===== config.mk =====
export PLATFORM = sky130hd
export DESIGN_NAME = spram_init_loader
export DESIGN_NICKNAME = d
export VERILOG_FILES = /design/src/rtl/spram_init_loader.sv
export SDC_FILE = /design/constraint.sdc
export NUM_CORES = 1
export LEC_CHECK = 0
export BUFFER_PORTS_ARGS = -buffer_cell sky130_fd_sc_hd__buf_2
export CORE_AREA = 4 4 60 62
export DETAILED_ROUTE_END_ITERATION = 6
export DIE_AREA = 0 0 64 66
export PLACE_DENSITY = 0.77
export SYNTH_ARGS = -nofsm -noshare
export SYNTH_HDL_FRONTEND = slang
export SYNTH_SLANG_ARGS = --single-unit

===== constraint.sdc =====
create_clock -name clk -period 1.7 [get_ports clk]
set_input_delay 0.425 -clock clk [delete_from_list [all_inputs] [get_ports clk]]
set_output_delay 0.425 -clock clk [all_outputs]
set_load 0.02 [all_outputs]

===== src/rtl/spram_init_loader.sv =====
// Write-side front end for a single-port RAM. It arbitrates a hardware clear
// engine, a handshaked download stream and normal core accesses onto the RAM
// port. The RAM-facing outputs are all registered, so the RAM only ever sees
// one clean source per cycle.
//
// Download handshake: a word transfers on a rising edge where dl_valid and
// dl_ready are both high. dl_ready is combinational and depends only on state,
// clear_start and reset, never on dl_valid. The source must hold dl_addr and
// dl_data stable while dl_valid is high and no transfer has happened yet.
module spram_init_loader #(
  parameter int                      address_width = 8,
  parameter int                      data_width    = 8,
  parameter logic [data_width-1:0]   clear_value   = '0
) (
  input  logic                       clk,
  input  logic                       reset,
  input  logic                       clear_start,
  input  logic                       dl_valid,
  output logic                       dl_ready,
  input  logic [address_width-1:0]   dl_addr,
  input  logic [data_width-1:0]      dl_data,
  input  logic [address_width-1:0]   core_address,
  input  logic [data_width-1:0]      core_data,
  input  logic                       core_wren,
  output logic [address_width-1:0]   ram_address,
  output logic [data_width-1:0]      ram_data,
  output logic                       ram_wren,
  output logic                       busy,
  output logic                       clear_done,
  output logic                       state_dbg
);

  typedef enum logic {
    IDLE  = 1'b0,
    CLEAR = 1'b1
  } state_t;

  state_t                     state;
  logic [address_width-1:0]   counter;

  // The terminal address of the clear sweep; reaching it ends the clear.
  localparam logic [address_width-1:0] last_addr = '1;

  // Downloads are accepted only when idle and no clear is being requested.
  assign dl_ready = (state == IDLE) && !clear_start && !reset;

  // Exposes the current FSM state for observation (1 = clear in progress).
  assign state_dbg = (state == CLEAR);

  // Source arbitration and clear sweep; every RAM-facing output is a register.
  always_ff @(posedge clk) begin
    if (reset) begin
      state       <= IDLE;
      counter     <= '0;
      ram_address <= '0;
      ram_data    <= '0;
      ram_wren    <= 1'b0;
      busy        <= 1'b0;
      clear_done  <= 1'b0;
    end else begin
      clear_done <= 1'b0;
      case (state)
        IDLE: begin
          if (clear_start) begin
            // Address and data are left as they were; only the strobe drops.
            state    <= CLEAR;
            counter  <= '0;
            busy     <= 1'b1;
            ram_wren <= 1'b0;
          end else if (dl_valid) begin
            // Download has priority over the core; the core write is lost.
            ram_address <= dl_addr;
            ram_data    <= dl_data;
            ram_wren    <= 1'b1;
          end else begin
            ram_address <= core_address;
            ram_data    <= core_data;
            ram_wren    <= core_wren;
          end
        end
        CLEAR: begin
          // One clear write per cycle; all other inputs are ignored.
          ram_address <= counter;
          ram_data    <= clear_value;
          ram_wren    <= 1'b1;
          if (counter == last_addr) begin
            state      <= IDLE;
            busy       <= 1'b0;
            clear_done <= 1'b1;
            counter    <= '0;
          end else begin
            counter <= counter + 1'b1;
          end
        end
        default: begin
          state <= IDLE;
        end
      endcase
    end
  end

endmodule

==> summary.md, run 1 <==
| Metric | Value |
|---|---|
| DRC Markers | `0` |
| Worst endpoint required time | `about 1.3 ns` |
| Async S/R FF share, synth | `0%` |
| First DRT Iteration DRCs | `42` |
| Area growth syn-to-layout | `28.2%` |
| Die area | `0.00422 sq mm` |
| Final setup skew | `0.00646 ns` |
| Min Tclk post-route | `1.58 ns` |
| Gpl congestion | `approximately 0.87` |
| DR vias/cell | `slightly above 5` |
| I/O pins | `58` |
| Drt pass-1 iters | `4` |
| Total Nets Final | `around 240` |
| Postcts setup bufs | `0` |
| Max-cap violations | `0` |
| Path depth of the worst reg2reg path | `4` |
| Total Power | `about 1.4 mW` |
| Fin util | `between 50% and 60%` |
| Crit path max fanout | `7` |
| Wire per inst | `between 10 and 15 um` |
| WS Path Type | `flip-flop to output pin` |
| # port buffers | `57` |
| Die width | `between 60 and 70 um` |
| Initial Util | `~46%` |
| Largest family of logic cells by synthesized area | `multiplexers` |
| H-tree depth | `1` |
| Hold_buf cts | `0` |
| Unique cell type count in the Yosys netlist | `29` |
| Worst-path clk slew | `0.15 ns` |
| Total GRT Usage | `between 10% and 20%` |
| Ranking of synthesized cells by area | `dfxtp_1 (41%), mux2_2 (13%), mux2i_1 (12%), nand2_1 (3.8%), o22ai_1 (3.2%)` |
| Core area | `0.00303 sq mm` |
| Main synth FF type | `dfxtp_1` |
| Synth Area in Compound Gates | `between 10% and 20%` |
| Slew margin rel. | `between 70% and 80%` |
| Post-synth EDFFs | `0` |
| TritonCTS buffer count | `3` |
| Simple-Gate Fraction of Synth Area | `between 10% and 20%` |
| Die Y | `roughly 66 um` |
| CTS Root Cell | `clkbuf_4` |
| Post-synthesis cell area | `0.00138 sq mm` |
| CTS max path bufs | `2` |
| Hold Path Class | `input port to flip-flop` |
| Setup TNS | `0 ns` |
| Post-synthesis net count | `between 150 and 200` |
| Row Count | `20` |
| Status | `finished, final reports clean` |
| CTS Sinks | `28` |
| Post-synthesis mux area share | `about a quarter` |
| Post-cts gate resize count | `0` |
| Synth top area share | `between 40% and 50%` |
| Remaining antenna violation count | `0` |
| Worst Setup End Kind | `output pin` |
| Final Slew Violations | `0` |
| Final Hold Viols | `0` |
| Final setup vio count | `0` |
| Gr ovfl total | `0` |
| Area leader, netlist | `dfxtp_1` |
| Wire length of the first global-routing pass | `5.46 mm` |
| Yosys Warn Count | `0` |
| Post-synth top cells | `dfxtp_1 (28), mux2i_1 (17), mux2_2 (16)` |
| Worst-Margin Slew | `~0.37 ns` |
| Data arrival time of the worst path | `between 1 and 1.5 ns` |
| Worst hold stages | `3` |
| Fin area | `0.00177 sq mm` |
| CP Launch Type | `flip-flop` |
| Post-Synth Adder-Cell Area | `less than 1%` |
| Placed Area | `between 0.0015 and 0.002 sq mm` |
| WHS | `approximately 0.37 ns` |
| CTS tree | `done` |
| Power per cell area | `just under 800 mW/mm^2` |
| Detail Placement HPWL | `2.48 mm` |
| Initial antenna violation count | `0` |
| Leak Pwr | `~0.8 nW` |
| Yosys reg bits | `28` |
| Routed via count | `~1.2k` |
| Period utilization | `approximately 90%` |
| Synthesized instance count | `roughly 150` |
| Detailed Route WL | `about 3.2 mm` |
| # diodes | `0` |
| XOR/XNOR Fraction of Synth Area | `less than 1%` |
| Clk Latency, worst-skew pair | `about 0.33 ns` |
| Peak supply drop | `455 uV` |
| Largest net degree at the start of global routing | `18` |
| Synth Area per Inst | `approximately 9.5 sq um` |
| Most frequent cell after synthesis | `dfxtp_1` |
| RSZ-0062 raised after global routing | `false` |
| Peak Freq | `about 0.63 GHz` |
| Vias in the first global route | `1252` |
| Layout cells sized above 1 | `a little over two fifths` |
| Sequential fraction of the synthesis area | `approximately two fifths` |
[cell usage in the layout, fill, tap and decap left out, drive strengths merged, types with 2 or more instances in the layout]
master   n
buf     63
dfxtp   28
mux2i   17
mux2    16
nand2   14
nor2    10
a21oi    8
o22ai    7
o21ai    6
nand3    5
nor3     4
clkbuf   3
inv      2
nor2b    2
or2      2
or4      2
o21bai   2
[kinds of logic after synthesis]
logic type,after synthesis
XOR/XNOR,1
flip-flops,28
AND/OR/NAND/NOR,43
buffers and inverters,12
multiplexers,33
AO/OA/AOI/OAI,28
adder cells (fa/ha/maj),1
[layout make-up]
type / count / area, sq um
timing repair buffer: 63 / 330
tap: 44 / 55.1
clock inverter: 1 / 30.0
clock buffer: 3 / 22.5
fill: 292 / 1250
inverter: 2 / 7.51
multi-input combinational: 106 / 767
sequential: 28 / 561
[power breakdown]
part	internal (mW)	switching, mW
clock	0.239	0.196
sequential	0.685	0.0160
combinational	0.121	0.131
total	1.05	0.343
[per-layer routing]
metal	up-vias	routed length, um	GRT usage, %
met5	-	0	0
met4	0	19	3.23
met3	3	206	4.76
met2	34	1520	27.6
met1	567	1410	19.6
li1	641	-	-
[path summary, 6_finish.rpt]
check | to | from | slack (ns)
setup / recovery | dl_ready | state_dbg | 0.12
hold / removal | ram_wren | core_wren | 0.37
setup reg to reg | counter[5] | counter[1] | 0.19
hold reg to reg | busy | busy | 0.48
[registers in the layout (all words and copies together) (netlist names)]
register / cells
clear_done: 1
ram_data: 8
ram_address: 8
busy: 1
counter: 8
state_dbg: 1
ram_wren: 1
[per-stage QoR]
step / std cells / setup slack, ns
after floorplan: 146 / 0.0836
after global placement: 243 / 0.177
after detailed placement: 243 / 0.179
after CTS: 247 / 0.0309
after global routing: 247 / 0.0398
final: 247 / 0.124
[worst max-delay path, cell delays in order (launching register included)]
cell and delay (ns):
dfxtp_1 0.39, nor3_2 0.23, buf_2 0.20
No activity file was read; power rests on OpenSTA's default activity.
==> run 2: changes to the inputs <==
- ABC_CLOCK_PERIOD_IN_PS: default -> 1700
- CORE_AREA: 4 4 60 62 -> 4 4 82 46
- DIE_AREA: 0 0 64 66 -> 0 0 86 50
- PLACE_DENSITY: 0.77 -> 0.87
==> summary.md, run 2 (synthesis results as in run 1) <==
| Metric | Value |
|---|---|
| Period utilization | `94.5% (+1.8 points)` |
| Remaining antenna violation count | `0 (unchanged)` |
| Die Y | `50 um (-24%)` |
| Wire length of the first global-routing pass | `5.56 mm (+1.8%)` |
| Reg2reg setup slack | `0.21 ns (+0.02 ns)` |
| Worst endpoint required time | `1.27 ns (about the same)` |
| Leak Pwr | `0.804 nW (+0.10%)` |
| Drt pass-1 iters | `4 (unchanged)` |
| Wire per inst | `14.2 um (+11%)` |
| Detail Placement HPWL | `2.66 mm (+7.1%)` |
| Status | `finished, final reports clean` |
| CTS max path bufs | `2 (unchanged)` |
| CTS tree | `done` |
| First DRT Iteration DRCs | `96 (+130%)` |
| Commonest non-fill, non-tap cell in the layout | `buf_2` |
| Gr ovfl total | `0 (unchanged)` |
| RSZ-0062 raised after global routing | `false` |
| Hold path endpoint | `ram_wren` |
| Worst R2R Start | `counter[1]` |
| Setup TNS | `0 ns (unchanged)` |
| Worst hold stages | `3 (unchanged)` |
| Crit Reg-Reg Endpoint | `counter[5]` |
| Data arrival time of the worst path | `1.18 ns (+0.03 ns)` |
| Detailed Route WL | `3.44 mm (+9.3%)` |
| DR vias/cell | `5.46 (+8.3%)` |
| Crit path max fanout | `12 (+5)` |
| TritonCTS buffer count | `3 (unchanged)` |
| WS Path Type | `flip-flop to output pin` |
| WHS | `0.458 ns (+0.0899 ns)` |
| DRC Markers | `0 (unchanged)` |
| Largest net degree at the start of global routing | `18 (unchanged)` |
| Final setup skew | `0.00987 ns (+0.00340 ns)` |
| Area occupied by multi-input gates | `767 sq um (unchanged)` |
| Peak Freq | `0.622 GHz (-1.9%)` |
| Initial Util | `46.7% (+1.0 points)` |
| Peak supply drop | `391 uV (-14%)` |
| Vias in the first global route | `1321 (+5.5%)` |
| Die width | `86 um (+34%)` |
| Core area | `0.00296 sq mm (-2.2%)` |
| I/O pins | `58 (unchanged)` |
| Post-place setup slack | `0.136 ns (-0.0426 ns)` |
| # port buffers | `57 (unchanged)` |
| PnR worst setup slack | `0.0929 ns (-0.0311 ns)` |
| Row Count | `14 (-30%)` |
| Worst-path clk slew | `0.10 ns (-0.05 ns)` |
| Fillers | `258 (-12%)` |
| Final Slew Violations | `0 (unchanged)` |
| # diodes | `0 (unchanged)` |
| Commonest non-fill, non-tap cells in the layout | `buf_2 (57), dfxtp_1 (28), mux2i_1 (17), mux2_2 (16), nand2_1 (14)` |
| Final Hold Viols | `0 (unchanged)` |
| H-tree depth | `1 (unchanged)` |
| Min Tclk post-route | `1.61 ns (+0.0311 ns)` |
| Layout cells sized above 1 | `43.3% (unchanged)` |
| Total GRT Usage | `15.9% (-0.065 points)` |
| Path depth of the worst reg2reg path | `4 (unchanged)` |
| Die area | `0.00430 sq mm (+1.8%)` |
| Hold Startpoint | `core_wren` |
| Leading registers by flop count | `counter: 8 flops, ram_address: 8 flops, ram_data: 8 flops` |
| Routed via count | `1326 (+6.5%)` |
| Initial antenna violation count | `0 (unchanged)` |
| Power per cell area | `776 mW/mm^2 (-0.97%)` |
| CTS Root Cell | `clkbuf_8` |
| CP Launch Type | `flip-flop` |
| Register area | `561 sq um (unchanged)` |
| Max-cap violations | `0 (unchanged)` |
| Worst-Margin Slew | `0.385 ns (+0.0177 ns)` |
| Area growth syn-to-layout | `28.1%` |
| Hold Path Class | `input port to flip-flop` |
| Gpl congestion | `0.838 (-3.9%)` |
| CTS Sinks | `28 (unchanged)` |
| Clk Latency, worst-skew pair | `0.28 ns (-0.05 ns)` |
| Slew margin rel. | `74.3% (-1.2 points)` |
| Final setup vio count | `0 (unchanged)` |
| Worst Setup End Kind | `output pin` |
| Total Nets Final | `242 (unchanged)` |
run 2: worst max path at each step:
stage / from / to / slack (ns)
after floorplan: state_dbg / dl_ready / 0.08
after global placement: dl_valid / ram_address[4] / 0.22
after detailed placement: dl_valid / ram_address[4] / 0.14
after CTS: state_dbg / dl_ready / 0.06
after global routing: state_dbg / dl_ready / 0.06
final: state_dbg / dl_ready / 0.09
run 2: critical path: stages (launching register included):
cell     delay, ns
dfxtp_1       0.44
nor3_2        0.26
buf_2         0.20
run 2: repair_timing:
| action | CTS | global route |
|---|---|---|
| hold buffers | 0 | 0 |
| gates resized for setup | 0 | 1 |
| setup endpoints to repair | 0 | 1 |
| setup buffers | 0 | 0 |
run 2: routing by layer:
layer  wire length (um)  GRT usage, %  share of wire [%]  vias up
met5                  0             0                  0        -
met4                 80          5.26                2.3        0
met3                207          4.16                6.0       12
met2               1820          30.9                 53       54
met1               1330          16.5                 39      619
li1                   -             -                  -      641
run 2: power breakdown:
group	total [mW]	switching (mW)	internal (mW)
Clock	0.416	0.208	0.208
Combinational	0.254	0.133	0.121
Sequential	0.704	0.0191	0.684
Total	1.37	0.360	1.01
run 2: layout make-up:
type | count | share of cell area [%]
timing repair buffer | 63 | 18.7
clock buffer | 4 | 3.11
multi-input combinational | 106 | 43.3
tap | 40 | 2.83
inverter | 2 | 0.424
sequential | 28 | 31.7
run 2: through the flow:
step                instance area, sq um  utilization (%)  instances  power [mW]
floorplan                           1380                -        146       0.877
global placement                    1710             57.8        239       0.960
detailed placement                  1710             57.8        239       0.972
CTS                                 1770             59.6        243        1.38
global route                        1770             59.8        243        1.43
finish                              1770             59.8        243        1.37
